### config.mk
export PLATFORM = sky130hd
export DESIGN_NAME = fetch
export DESIGN_NICKNAME = d
export VERILOG_FILES = /design/src/rtl/fetch.sv
export SDC_FILE = /design/constraint.sdc
export NUM_CORES = 1
export LEC_CHECK = 0
export BUFFER_PORTS_ARGS = -buffer_cell sky130_fd_sc_hd__clkbuf_2
export CAP_MARGIN = 5
export CELL_PAD_IN_SITES_DETAIL_PLACEMENT = 0
export CELL_PAD_IN_SITES_GLOBAL_PLACEMENT = 1
export CORE_ASPECT_RATIO = 1.5
export CORE_MARGIN = 4
export CORE_UTILIZATION = 35
export DETAILED_ROUTE_END_ITERATION = 7
export PLACE_DENSITY_LB_ADDON = 0.1
export SLEW_MARGIN = 20
export SYNTH_ARGS = -nofsm -noshare
export SYNTH_HDL_FRONTEND = slang
export SYNTH_SLANG_ARGS = --single-unit
export TNS_END_PERCENT = 50
### constraint.sdc
create_clock -name clk -period 6.3 [get_ports clk]
set_input_delay 0.63 -clock clk [delete_from_list [all_inputs] [get_ports clk]]
set_output_delay 0.63 -clock clk [all_outputs]
set_load 0.05 [all_outputs]
### src/rtl/fetch.sv
// rtl/fetch.sv - RV32I instruction fetch stage with prefetch queue
//
// Purpose: holds the PC, addresses a combinational-read instruction memory,
// and queues {pc, ins} pairs for decode. Execute redirects flush the queue.
//
// Ports:
//   clk, rst_n          clock, asynchronous active-low reset
//   imem_addr           byte address to instruction memory (the PC register)
//   imem_data           instruction word at imem_addr, same cycle
//   redirect_valid/pc   new PC request from execute (highest priority)
//   out_valid/ins/pc    queue head towards decode
//   out_ready           decode accepts the head this cycle
//   fetch_fault         sticky misaligned/out-of-range PC flag
module fetch #(
   parameter logic [31:0] RESET_PC  = 32'h0000_0000,
   parameter int          DEPTH     = 4,
   parameter int          MEM_BYTES = 400
) (
   input  logic        clk,
   input  logic        rst_n,
   output logic [31:0] imem_addr,
   input  logic [31:0] imem_data,
   input  logic        redirect_valid,
   input  logic [31:0] redirect_pc,
   output logic        out_valid,
   output logic [31:0] out_ins,
   output logic [31:0] out_pc,
   input  logic        out_ready,
   output logic        fetch_fault
);

   localparam int PW = $clog2(DEPTH);
   localparam int CW = PW + 1;
   localparam logic [CW-1:0] DEPTH_C = CW'(DEPTH);
   localparam logic [31:0]   LAST_PC = 32'(MEM_BYTES - 4);

   logic [31:0]   pc_q, pc_d;
   logic [PW-1:0] rd_q, rd_d, wr_q, wr_d;
   logic [CW-1:0] count_q, count_d;
   logic          fault_q, fault_d;
   logic [31:0]   mem_pc_q  [DEPTH];
   logic [31:0]   mem_ins_q [DEPTH];

   logic pop, push, ok;

   assign imem_addr   = pc_q;
   assign fetch_fault = fault_q;
   // Gated by redirect so decode never consumes an entry that is being flushed.
   assign out_valid   = (count_q != '0) & ~redirect_valid;
   assign out_ins     = mem_ins_q[rd_q];
   assign out_pc      = mem_pc_q[rd_q];

   always_comb begin
      pop  = out_valid & out_ready;
      ok   = ~fault_q & (pc_q[1:0] == 2'b00) & (pc_q <= LAST_PC);
      // A pop in the same cycle frees a slot, so a full queue can still accept.
      push = ok & ~redirect_valid & ((count_q < DEPTH_C) | pop);

      pc_d    = pc_q;
      rd_d    = rd_q;
      wr_d    = wr_q;
      count_d = count_q;
      fault_d = fault_q;

      if (redirect_valid) begin
         pc_d    = redirect_pc;
         rd_d    = '0;
         wr_d    = '0;
         count_d = '0;
         fault_d = 1'b0;
      end else begin
         if (push) begin
            pc_d = pc_q + 32'd4;
            wr_d = wr_q + PW'(1);
         end
         if (pop) begin
            rd_d = rd_q + PW'(1);
         end
         count_d = count_q + CW'(push) - CW'(pop);
         if (!ok) begin
            fault_d = 1'b1;
         end
      end
   end

   always_ff @(posedge clk or negedge rst_n) begin
      if (!rst_n) begin
         pc_q    <= RESET_PC;
         rd_q    <= '0;
         wr_q    <= '0;
         count_q <= '0;
         fault_q <= 1'b0;
         for (int i = 0; i < DEPTH; i++) begin
            mem_pc_q[i]  <= '0;
            mem_ins_q[i] <= '0;
         end
      end else begin
         pc_q    <= pc_d;
         rd_q    <= rd_d;
         wr_q    <= wr_d;
         count_q <= count_d;
         fault_q <= fault_d;
         if (push) begin
            mem_pc_q[wr_q]  <= pc_q;
            mem_ins_q[wr_q] <= imem_data;
         end
      end
   end

endmodule

Yosys cells after proc, flatten, opt, wreduce, memory -nomap -nowiden
Cells that the tools add are included.
{"block": "totals", "register_bits": 296, "inputBits": 68}
{"block": "classes", "addsub": 5, "order_cmp": 5, "eq_ne": 1, "muxes": 19, "bitwise": 11, "n_reduce_logical": 5}
{"cell": "128-bit bitwise mux", "count": 2}
{"cell": "32-bit 2-to-1 mux", "count": 7}
{"cell": "32-bit binary-select mux with 2-bit select", "count": 2}
{"cell": "32-bit demux with 2-bit select", "count": 1}
{"cell": "32-bit by 3-bit adder with 32-bit output, second input constant", "count": 1}
{"cell": "32-bit by 9-bit <= comparator with 1-bit output, second input constant", "count": 1}
{"cell": "2-bit 2-to-1 mux", "count": 4}
{"cell": "1-bit bitwise AND", "count": 6}
{"cell": "3-bit greater-or-equal comparator, second input constant", "count": 2}
{"cell": "2-bit NOT with 3-bit output", "count": 2}
{"cell": "2-bit by 1-bit adder with 2-bit output, second input constant", "count": 2}
{"cell": "2-bit nonzero test", "count": 2}
{"cell": "3-bit by 1-bit adder with 3-bit output", "count": 1}
{"cell": "3-bit by 1-bit less-than comparator with 1-bit output, second input constant", "count": 1}
{"cell": "3-bit less-than comparator, second input constant", "count": 1}
{"cell": "3-bit 2-to-1 mux", "count": 1}
{"cell": "3-bit nonzero test", "count": 1}
{"cell": "3-bit by 1-bit subtractor with 3-bit output", "count": 1}
{"cell": "2-bit logical NOT", "count": 1}
{"cell": "1-bit 2-to-1 mux", "count": 2}
{"cell": "2-bit != test, second input constant", "count": 1}
{"cell": "1-bit NOT", "count": 2}
{"cell": "1-bit logical AND", "count": 1}
{"cell": "1-bit bitwise OR", "count": 1}

Depth between registers and ports, before layout
Gate-level depths: netlist of the first run.
{"block": "logic_depth", "ltp_word": 8, "ltp_mapped": 13, "depth_no_buf": 11}

Worst setup path before layout of the first run
OpenSTA, ideal clock, no wires.
{"block": "synth_path", "path_type": "reg-to-reg", "startpoint": "reg pc_q[4] (netlist: imem_addr[4])", "endpoint": "reg count_q[2]", "setup_time_ns": 0.132, "arrival_ns": 2.870, "slack_ns": 3.298, "stages_incl_launch_ff": 14, "path_cell_list": "dfrtp_1 > buf_2 > o311ai_1 > nand4_1 > nor3_2 > buf_6 > inv_1 > ha_1 > inv_1 > ha_1 > inv_1 > fa_1 > xnor2_1 > nor2_1"}
{"block": "synth_via", "elab_chain_cells": 7}
{"item": "start: declaration", "line": "37", "text": "logic [31:0] pc_q, pc_d;"}
{"item": "start signal: assignment", "line": "98", "text": "pc_q <= pc_d;"}
{"item": "32-bit by 9-bit <= comparator with 1-bit output", "line": "55", "text": "ok = ~fault_q & (pc_q[1:0] == 2'b00) & (pc_q <= LAST_PC);"}
{"item": "1-bit bitwise AND", "line": "55"}
{"item": "1-bit bitwise AND (2 in a row)", "line": "57", "text": "push = ok & ~redirect_valid & ((count_q < DEPTH_C) | pop);"}
{"item": "3-bit by 1-bit adder with 3-bit output", "line": "79", "text": "count_d = count_q + CW'(push) - CW'(pop);"}
{"item": "3-bit by 1-bit subtractor with 3-bit output", "line": "79"}
{"item": "3-bit 2-to-1 mux", "line": "65", "text": "if (redirect_valid) begin"}
{"item": "net count_d[2]", "line": "39", "text": "logic [CW-1:0] count_q, count_d;"}
{"item": "end signal: assignment", "line": "101", "text": "count_q <= count_d;"}
{"item": "end: declaration", "line": "39"}
The timed path passes the listed nets, and every way through them passes these cells.
A chain may end at the register's enable or synchronous reset.

Final worst setup path of the first run
{"block": "layout_path", "startpoint": "reg rd_q[0]", "endpoint": "out out_pc[10]"}
{"block": "layout_via", "elab_chain_cells": 4}
{"item": "start: declaration", "line": "38", "text": "logic [PW-1:0] rd_q, rd_d, wr_q, wr_d;"}
{"item": "start signal: assignment", "line": "99", "text": "rd_q <= rd_d;"}
{"item": "2-bit NOT with 3-bit output (not written as such)", "line": "51", "text": "assign out_pc = mem_pc_q[rd_q];"}
{"item": "32-bit binary-select mux with 2-bit select", "line": "51"}
{"item": "32-bit 2-to-1 mux (not written as such) (2 in a row)", "line": "51"}
{"item": "end: declaration", "line": "27", "text": "output logic [31:0] out_pc,"}
Every way passes these cells. The select of a mux whose other input is x is not followed.

==> results.yml, run 1 <==
sta:
  setup_tns_ps: 0
  finalCriticalPeriod_ps: 3800
  finalCritPeriodShare: 0.603
  drv_slew: 0
  timing.fmax_ghz: 0.263
  slew_headroom: 0.321
  skew_ps: 18.3
  hold_viol: 0
  tightest_slew_ps: 1010
  rsz0062_at_grt: "no"
  post-route-worst-setup-slack_ps: 2500
  setup_viol: 0
floorplan:
  io_pins: 166
  coreArea_um2: 35300
  die_w_um: 163
  start_util: 0.357
  dieArea_um2: 39100
  rows: 84
  fp.dieH_um: 240
final_layout:
  syn2layout_area_growth_pct: 18.2
  nNetsFinal: 1006
  fillers: 3326
  drive_above_1_share: 0.502
  diodes: 0
synth:
  synth_most_common_cell: "dfrtp_1"
  synth_warnings: 0
  synth-seq-cells: 296
  avgSynthCellArea_um2: 16.4
  ys_top_cells_by_area: "dfrtp_1, mux4_2, mux2_2, mux2_4, and2_1"
  yosysTopAreaCell: "dfrtp_1"
  yosys.area.top_type_share: 0.588
  seq_area_frac_synth: 0.588
  synth_cell_types: 36
  synth_nets: 846
  synthArstFlopShare: 1.00
  synth_edf_count: 0
  synth_common_cells: "dfrtp_1, mux2_2, and2_1"
  ys.flop_type: "dfrtp_1"
  mappedNetlistArea_um2: 12600
  synthCells: 770
routing:
  drcViolationCount: 0
  totalWireLength_mm: 28.1
  drt_pass1_iterations: 4
  drt-initial-drc-count: 384
  wl_per_cell_um: 19.7
  via_count: 6803
  ant_nets: 0
  via_per_inst: 4.76
place:
  dp_hpwl_mm: 16.3
  portBuffers: 165
  dp_slack_ps: 2220
  gp_congestion: 0.674
clocking:
  cts_buffers: 31
  cts.sinks: 296
  h-tree-depth: 1
  cts_hold_buf: 0
  post_cts_buffers: 0
  clockRootBuffer: "clkbuf_16"
  cts_tree: "built"
  path_clk_slew_ps: 60
  clockBufferDepth: 3
  cts_resized: 0
  clock_latency_ps: 570
critical_path:
  required_ps: 5670
  critical_path_arrival_ps: 3170
  worstRegToRegCells: 6
  end_kind: "output port"
  r2r_end: "mem_ins_q[23]"
  rrSetupSlack_ps: 2650
  cp-start-kind: "flip-flop"
  reg2reg_from: "imem_addr[4]"
  crit_type: "reg -> out"
  crit_fanout: 36
grt:
  grt_antenna_before_repair: 0
  grt_use_total: 0.146
  grt_pass1_wl_mm: 45.2
  grt_pass1_vias: 7590
  grt.overflow.total: 0
  grt_max_degree: 147
run:
  drv_cap: 0
status:
  status: "completed"
power_and_ir_drop:
  power_leakage_nw: 7.54
  ir_worst_vdd_mv: 0.190
  p_sw_w: 0.00106
  netSwitchingFraction: 0.252
  clockPowerShare: 0.436
  p_per_area_nw_per_um2: 284
  p_seq_frac: 0.476
  p_comb_frac: 0.088
  p_int_w: 0.00316
hold_path:
  hp-class: "in -> async"
==> flip-flops by register name, summed over array words and instances (netlist names) <==
| signal | cells |
|---|---|
| rd_q | 2 |
| fetch_fault | 1 |
| mem_pc_q | 128 |
| mem_ins_q | 128 |
| count_q | 3 |
| wr_q | 2 |
| imem_addr | 32 |
==> critical path, stage by stage (launching register included) <==
cell,delay [ps]
dfrtp_4,960
buf_4,690
mux4_2,640
clkbuf_2,270
==> power by group through the flow <==
| stage | combinational (W) | clock [W] | sequential (W) |
|---|---|---|---|
| floorplan | 0.000221 | 0 | 0.00206 |
| global placement | 0.000387 | 0 | 0.00205 |
| detailed placement | 0.000385 | 0 | 0.00205 |
| CTS | 0.000386 | 0.00192 | 0.00201 |
| global route | 0.000408 | 0.00200 | 0.00202 |
| finish | 0.000373 | 0.00184 | 0.00201 |
==> worst max path at each step <==
stage              startpoint             to
2_1_floorplan    imem_addr[4]     count_q[2]
3_3_place_gp   redirect_valid  mem_ins_q[16]
3_5_place_dp   redirect_valid  mem_ins_q[23]
4_1_cts               rd_q[0]     out_pc[10]
5_1_grt               rd_q[0]     out_pc[10]
6_report              rd_q[0]     out_pc[10]
==> layout make-up <==
cell class,count,area [um^2],area share
well taps,473,592,0.0398
clock inverters,8,71.3,0.00479
clock buffers,50,967,0.0650
multi-input cells,420,4900,0.329
inverters,7,26.3,0.00177
repair buffers,174,916,0.0615
flip-flops and latches,296,7410,0.498
==> placed cells by master (no fill, tap or decap), types with 8 or more instances in the layout <==
cell / synthesis / layout
dfrtp_1: 296 / 294
clkbuf_2: 0 / 164
mux4_2: 64 / 64
clkbuf_16: 0 / 31
nor2_1: 10 / 10
buf_4: 0 / 8
nand2_1: 9 / 9
nor4_1: 8 / 8
and2_1: 100 / 100
mux2_4: 70 / 70
mux2_2: 112 / 112
clkbuf_8: 0 / 12
==> metal layers <==
layer / wire length [um] / track usage / vias up / share of wire
li1: - / - / 3073 / -
met1: 12500 / 0.201 / 3549 / 0.44
met2: 13700 / 0.238 / 151 / 0.49
met3: 1460 / 0.0295 / 30 / 0.052
met4: 489 / 0.0366 / 0 / 0.017
met5: 0 / 0 / - / 0
==> per-stage QoR <==
stage	std cells	util	instance area, um^2	hold WS [ps]	power [W]
after floorplan	770	-	12600	334	0.00228
after global placement	1370	0.392	13800	463	0.00244
after detailed placement	1370	0.392	13800	465	0.00243
after CTS	1428	0.421	14900	36.9	0.00432
after global routing	1428	0.421	14900	52.6	0.00443
final	1428	0.421	14900	22.5	0.00422
==> cells by family (layout without fill, tap and decap cells) <==
kind of cell / Yosys count / after routing / share of synthesized area
mux: 248 / 248 / 0.300
simple gates: 146 / 146 / 0.0695
flops: 296 / 296 / 0.588
xor+xnor: 6 / 6 / 0.00417
compound gates: 12 / 12 / 0.00706
fa+ha+maj: 8 / 8 / 0.00855
buf+inv: 54 / 239 / 0.0227
Power figures use the tool's default switching activity.
==> run 2: changes to the inputs <==
==> constraint.sdc (replaced) <==
create_clock -name clk -period 3.55 [get_ports clk]
set_input_delay 0.355 -clock clk [delete_from_list [all_inputs] [get_ports clk]]
set_output_delay 0.355 -clock clk [all_outputs]
set_load 0.05 [all_outputs]
==> run 2 against run 1 <==
Compared with the run above: clock power grew 98%; sequential cell count is the same; combinational power grew 96%; critical path depth is the same; clock-buffer cell count grew 2; cell count grew 0.84%; register-to-register slack lost 1800 ps; core utilization grew 0.78 points; hold slack gained 45 ps; clock skew shrank 5.6 ps; total power grew 87%; wire length grew 0.65%; critical path type unchanged; critical endpoint is now out_ins[28]; largest power group is now clock.
==> results.yml, run 2 (same netlist as run 1, synthesis figures left out) <==
clocking:
  path_clk_slew_ps: 60
  h-tree-depth: 2
  clock_latency_ps: 510
  clockRootBuffer: "clkbuf_16"
  cts.sinks: 296
  cts_tree: "built"
  clockBufferDepth: 3
  cts_buffers: 34
  cts_resized: 0
place:
  dpl_cell_area_um2: 14000
  dp_hpwl_mm: 17.2
  dp.cells: 1378
  portBuffers: 165
  gp_congestion: 0.696
critical_path:
  required_ps: 3190
  worst-path-stages: 3
  max_stage_delay_ps: 660
  path_buf_inv: 2
  cp-start-kind: "flip-flop"
  crit_type: "reg -> out"
  worstRegToRegCells: 11
  critical_path_arrival_ps: 2450
  crit_fanout: 17
  critPathTopFamily: "buffers and inverters"
  path_cells: "buf_4 > mux4_2 > clkbuf_2"
  cp_slowest_cell: "dfrtp_4"
  end_kind: "output port"
status:
  status: "completed"
sta:
  setup_tns_ps: 0
  drv_slew: 0
  tightest_slew_ps: 645
  rsz0062_at_grt: "no"
  setup_viol: 0
  skew_ps: 12.6
  timing.fmax_ghz: 0.356
  finalCritPeriodShare: 0.790
  finalCriticalPeriod_ps: 2810
  slew_headroom: 0.570
  whs_ps: 67.2
  hold_viol: 0
floorplan:
  io_pins: 166
  rows: 84
  start_util: 0.357
  dieArea_um2: 39100
  die_w_um: 163
  coreArea_um2: 35300
  fp.dieH_um: 240
final_layout:
  fin_cells: 1440
  final_cell_mix: "dfrtp_1, clkbuf_2, mux2_2, and2_1, mux2_4"
  drive_above_1_share: 0.507
  nNetsFinal: 1018
  final_common_cell: "dfrtp_1"
  syn2layout_area_growth_pct: 20.4
  diodes: 0
  fin_area_um2: 15200
run:
  drv_cap: 0
routing:
  via_per_inst: 4.78
  drt-initial-drc-count: 258
  via_count: 6883
  totalWireLength_mm: 28.3
  ant_nets: 0
  drt_pass1_iterations: 4
  wl_per_cell_um: 19.6
  drcViolationCount: 0
power_and_ir_drop:
  p_total_w: 0.00791
  ir_worst_vdd_mv: 0.335
  power_leakage_nw: 7.68
  p_per_area_nw_per_um2: 522
hold_path:
  hp-class: "in -> reg"
  hold_depth: 3
grt:
  use_met3: 0.0324
  grt_pass1_vias: 7802
  grt_pass1_wl_mm: 46.0
  met1_usage: 0.200
  grt_use_total: 0.149
  use_met2: 0.245
  gr-max-usage-layer: "met2"
  grt_antenna_before_repair: 0
  grt.overflow.total: 0
  grt_max_degree: 95
==> run 2: cell types whose count changed in the layout (fill, tap and decap cells not counted) <==
cell	before	now
clkinv_2	5	6
buf_4	8	11
buf_12	1	6
bufinv_16	1	3
clkbuf_8	12	8
clkinvlp_4	1	0
inv_6	1	0
clkbuf_16	31	37
dlygate4sd3_1	0	1
==> run 2: per-stage QoR <==
step | utilization | setup WS (ps)
4_1_cts | 0.429 | 640
5_1_grt | 0.429 | 535
2_1_floorplan | - | 548
3_5_place_dp | 0.395 | 787
3_3_place_gp | 0.395 | 809
6_report | 0.429 | 744
==> run 2: report_power, final <==
group          total [W]  switching [W]  internal [W]
clock network    0.00365        0.00137       0.00228
registers        0.00353      0.0000992       0.00343
logic           0.000732       0.000456      0.000276
==> run 2: worst min-delay path, cell delays in order <==
cell and delay (ps):
clkbuf_2 70, nand2_1 50, o21ai_0 60
==> run 2: final timing paths <==
kind	startpoint	end	slack, ps
setup / recovery	rd_q[0]	out_ins[28]	740
hold / removal	redirect_pc[5]	imem_addr[5]	70
setup reg to reg	imem_addr[5]	count_q[2]	850
hold reg to reg	mem_pc_q[19]	mem_pc_q[19]	480
max in group asynchronous	rst_n	rd_q[0]	2120
min in group asynchronous	rst_n	mem_ins_q[39]	420
==> run 2: what timing repair did <==
action / CTS / global route
buffers inserted: 0 / 0
hold buffers: 1 / 0
setup endpoints to repair: 0 / 0
endpoints found under the hold margin: 78 / 0
==> run 2: layout make-up <==
class / instances / area (um^2)
fillers: 3281 / 20200
flip-flops and latches: 296 / 7410
multi-input cells: 420 / 4900
clock buffers: 52 / 1060
repair buffers: 183 / 1050
well taps: 473 / 592
clock inverters: 9 / 120
inverters: 7 / 26.3
==> run 2: routing by layer <==
layer  up-vias  share of wire
li1       3097              -
met1      3594           0.44
met2       154           0.49
met3        38          0.048
met4         0          0.022
met5         -              0
==> run 3: changes to the inputs <==
--- a/config.mk
+++ b/config.mk
@@ -5,6 +5,7 @@
 export SDC_FILE = /design/constraint.sdc
 export NUM_CORES = 1
 export LEC_CHECK = 0
+export ABC_AREA = 1
 export BUFFER_PORTS_ARGS = -buffer_cell sky130_fd_sc_hd__clkbuf_2
 export CAP_MARGIN = 5
 export CELL_PAD_IN_SITES_DETAIL_PLACEMENT = 0
==> constraint.sdc (replaced) <==
create_clock -name clk -period 2.3 [get_ports clk]
set_input_delay 0.23 -clock clk [delete_from_list [all_inputs] [get_ports clk]]
set_output_delay 0.23 -clock clk [all_outputs]
set_load 0.05 [all_outputs]
==> run 3 against run 2 <==
Compared with the run above: total power grew 130%; clock power grew 65%; critical path depth grew 2.
==> results.yml, run 3 <==
routing:
  via_count: 11800
  wl_per_cell_um: 18.1
  drt_pass1_iterations: 6
  drcViolationCount: 0
  totalWireLength_mm: 42.1
  drt-initial-drc-count: 515
  ant_nets: 0
  via_per_inst: 5.09
final_layout:
  final_cell_mix: "nand2_1, dfrtp_1, nor2_1, nand4_1, o21ai_0"
  nNetsFinal: 1875
  multiInputGateArea_um2: 5370
  diodes: 0
  final_common_cell: "nand2_1"
  drive_above_1_share: 0.219
  fin_area_um2: 18100
  syn2layout_area_growth_pct: 33.5
  fin_util: 0.472
  fillers: 3747
  final-seq-area_um2: 7420
grt:
  grt.overflow.total: 0
  grt_max_degree: 93
  grt_pass1_vias: 12400
  grt_use_total: 0.202
  grt_antenna_before_repair: 1
  grt_pass1_wl_mm: 69.0
critical_path:
  cp_common_cell: "buf_12"
  worstRegToRegCells: 12
  crit_start: "rd_q[0]"
  reg2reg_from: "imem_addr[10]"
  cp_slowest_cell: "dfrtp_4"
  crit_fanout: 58
  rrSetupSlack_ps: 180
  end_kind: "output port"
  max_stage_delay_ps: 530
  path_cells: "inv_4 > buf_12 > o21ai_0 > o22ai_1 > buf_12"
  r2r_end: "count_q[1]"
  critical_path_arrival_ps: 2040
  crit_type: "reg -> out"
  required_ps: 2070
  cp-start-kind: "flip-flop"
clocking:
  clockRootBuffer: "clkbuf_16"
  clock_latency_ps: 520
  cts_buffers: 34
  h-tree-depth: 2
  path_clk_slew_ps: 60
  cts_tree: "built"
  clockBufferDepth: 3
  cts.sinks: 296
status:
  status: "completed"
sta:
  rsz0062_at_grt: "yes"
  finalCriticalPeriod_ps: 2270
  hold_viol: 0
  drv_slew: 0
  timing.fmax_ghz: 0.441
  skew_ps: 16.0
  tightest_slew_ps: 513
  slew_headroom: 0.658
  finalCritPeriodShare: 0.986
  setup_viol: 0
synth:
  synth_cell_types: 30
  synthArstFlopShare: 1.00
  synth_edf_count: 0
  seq_area_frac_synth: 0.547
  synth_common_cells: "nand2_1, dfrtp_1, nor2_1"
  synthCells: 1624
  mappedNetlistArea_um2: 13500
  synth_most_common_cell: "nand2_1"
  avgSynthCellArea_um2: 8.34
  ys.flop_type: "dfrtp_1"
  yosysTopAreaCell: "dfrtp_1"
  synth-seq-cells: 296
  synth_warnings: 0
  synth_nets: 1700
  yosys.area.top_type_share: 0.547
  ys_top_cells_by_area: "dfrtp_1, nand2_1, nand4_1, o21ai_0, nor2_1"
floorplan:
  io_pins: 166
  rows: 88
  coreArea_um2: 38300
  start_util: 0.353
  fp.dieH_um: 249
  die_w_um: 169
  dieArea_um2: 42000
hold_path:
  hold_depth: 3
  hp-class: "in -> reg"
  worst_hold_path.endpoint: "mem_ins_q[22]"
  min_from: "imem_data[22]"
place:
  dpl_cell_area_um2: 16100
  portBuffers: 165
  gp_congestion: 0.735
  dp_hpwl_mm: 23.9
power_and_ir_drop:
  power_leakage_nw: 9.76
  p_per_area_nw_per_um2: 1000
  ir_worst_vdd_mv: 0.587
run:
  drv_cap: 0
==> run 3: what timing repair did <==
item                                    in CTS  in global routing
hold buffers                                48                  0
buffers inserted                             0                  0
pin swaps                                    0                  0
hold endpoints to repair                   150                  0
resized for setup                           27                 18
endpoints found under the setup margin      35                 39
==> run 3: worst max-delay path: cells and delay by family (launching register included) <==
family	cells	cell delay, ps
AOI/OAI and AO/OA	2	390
buffers and inverters	3	580
DFF	1	530
==> run 3: cell families after synthesis <==
kind of cell / count (synthesis) / synth area share
simple gates: 870 / 0.282
xor+xnor: 2 / 0.00129
flops: 296 / 0.547
buf+inv: 246 / 0.0808
fa+ha+maj: 8 / 0.00795
compound gates: 202 / 0.0810
==> run 3: worst max path at each step <==
stage                  end  slack (ps)  cells after the start
2_1_floorplan   count_q[1]        -210                     12
3_3_place_gp    count_q[1]         110                     12
3_5_place_dp    count_q[1]          90                     12
4_1_cts         out_ins[7]          -9                      5
5_1_grt        out_ins[24]         -70                      6
6_report        out_pc[23]          30                      5
==> run 3: power breakdown <==
group | total [W] | internal, W | switching (W)
combinational | 0.00677 | 0.00266 | 0.00411
clock | 0.00601 | 0.00382 | 0.00219
sequential | 0.00539 | 0.00529 | 0.0000972
total | 0.0182 | 0.0118 | 0.00640
==> run 3: through the flow <==
step / worst slack [ps] / total power, W / TNS [ps] / hold WS (ps) / cells
floorplan: -205 / 0.00888 / -350 / -65.6 / 1624
global placement: 112 / 0.0120 / 0 / 213 / 2210
detailed placement: 88.6 / 0.0120 / 0 / 219 / 2210
CTS: -8.99 / 0.0183 / -24.3 / 0.0929 / 2320
global route: -73.0 / 0.0189 / -760 / 26.4 / 2320
finish: 31.6 / 0.0182 / 0 / 22.3 / 2320
==> run 3: area by class of cell <==
cell class                      instances  share of cell area
Sequential cell                       296               0.410
Multi-Input combinational cell       1082               0.297
Timing Repair Buffer                  269               0.164
Clock buffer                           54              0.0625
Tap cell                              495              0.0343
Inverter                              116              0.0242
Clock inverter                          8             0.00775
==> run 3: layer usage <==
| layer | wire length (um) | GRT usage | share of wire |
|---|---|---|---|
| met1 | 18500 | 0.263 | 0.44 |
| met2 | 21300 | 0.356 | 0.51 |
| met3 | 1510 | 0.0286 | 0.036 |
| met5 | 13 | 0 | 0.00031 |
| met4 | 777 | 0.0478 | 0.018 |
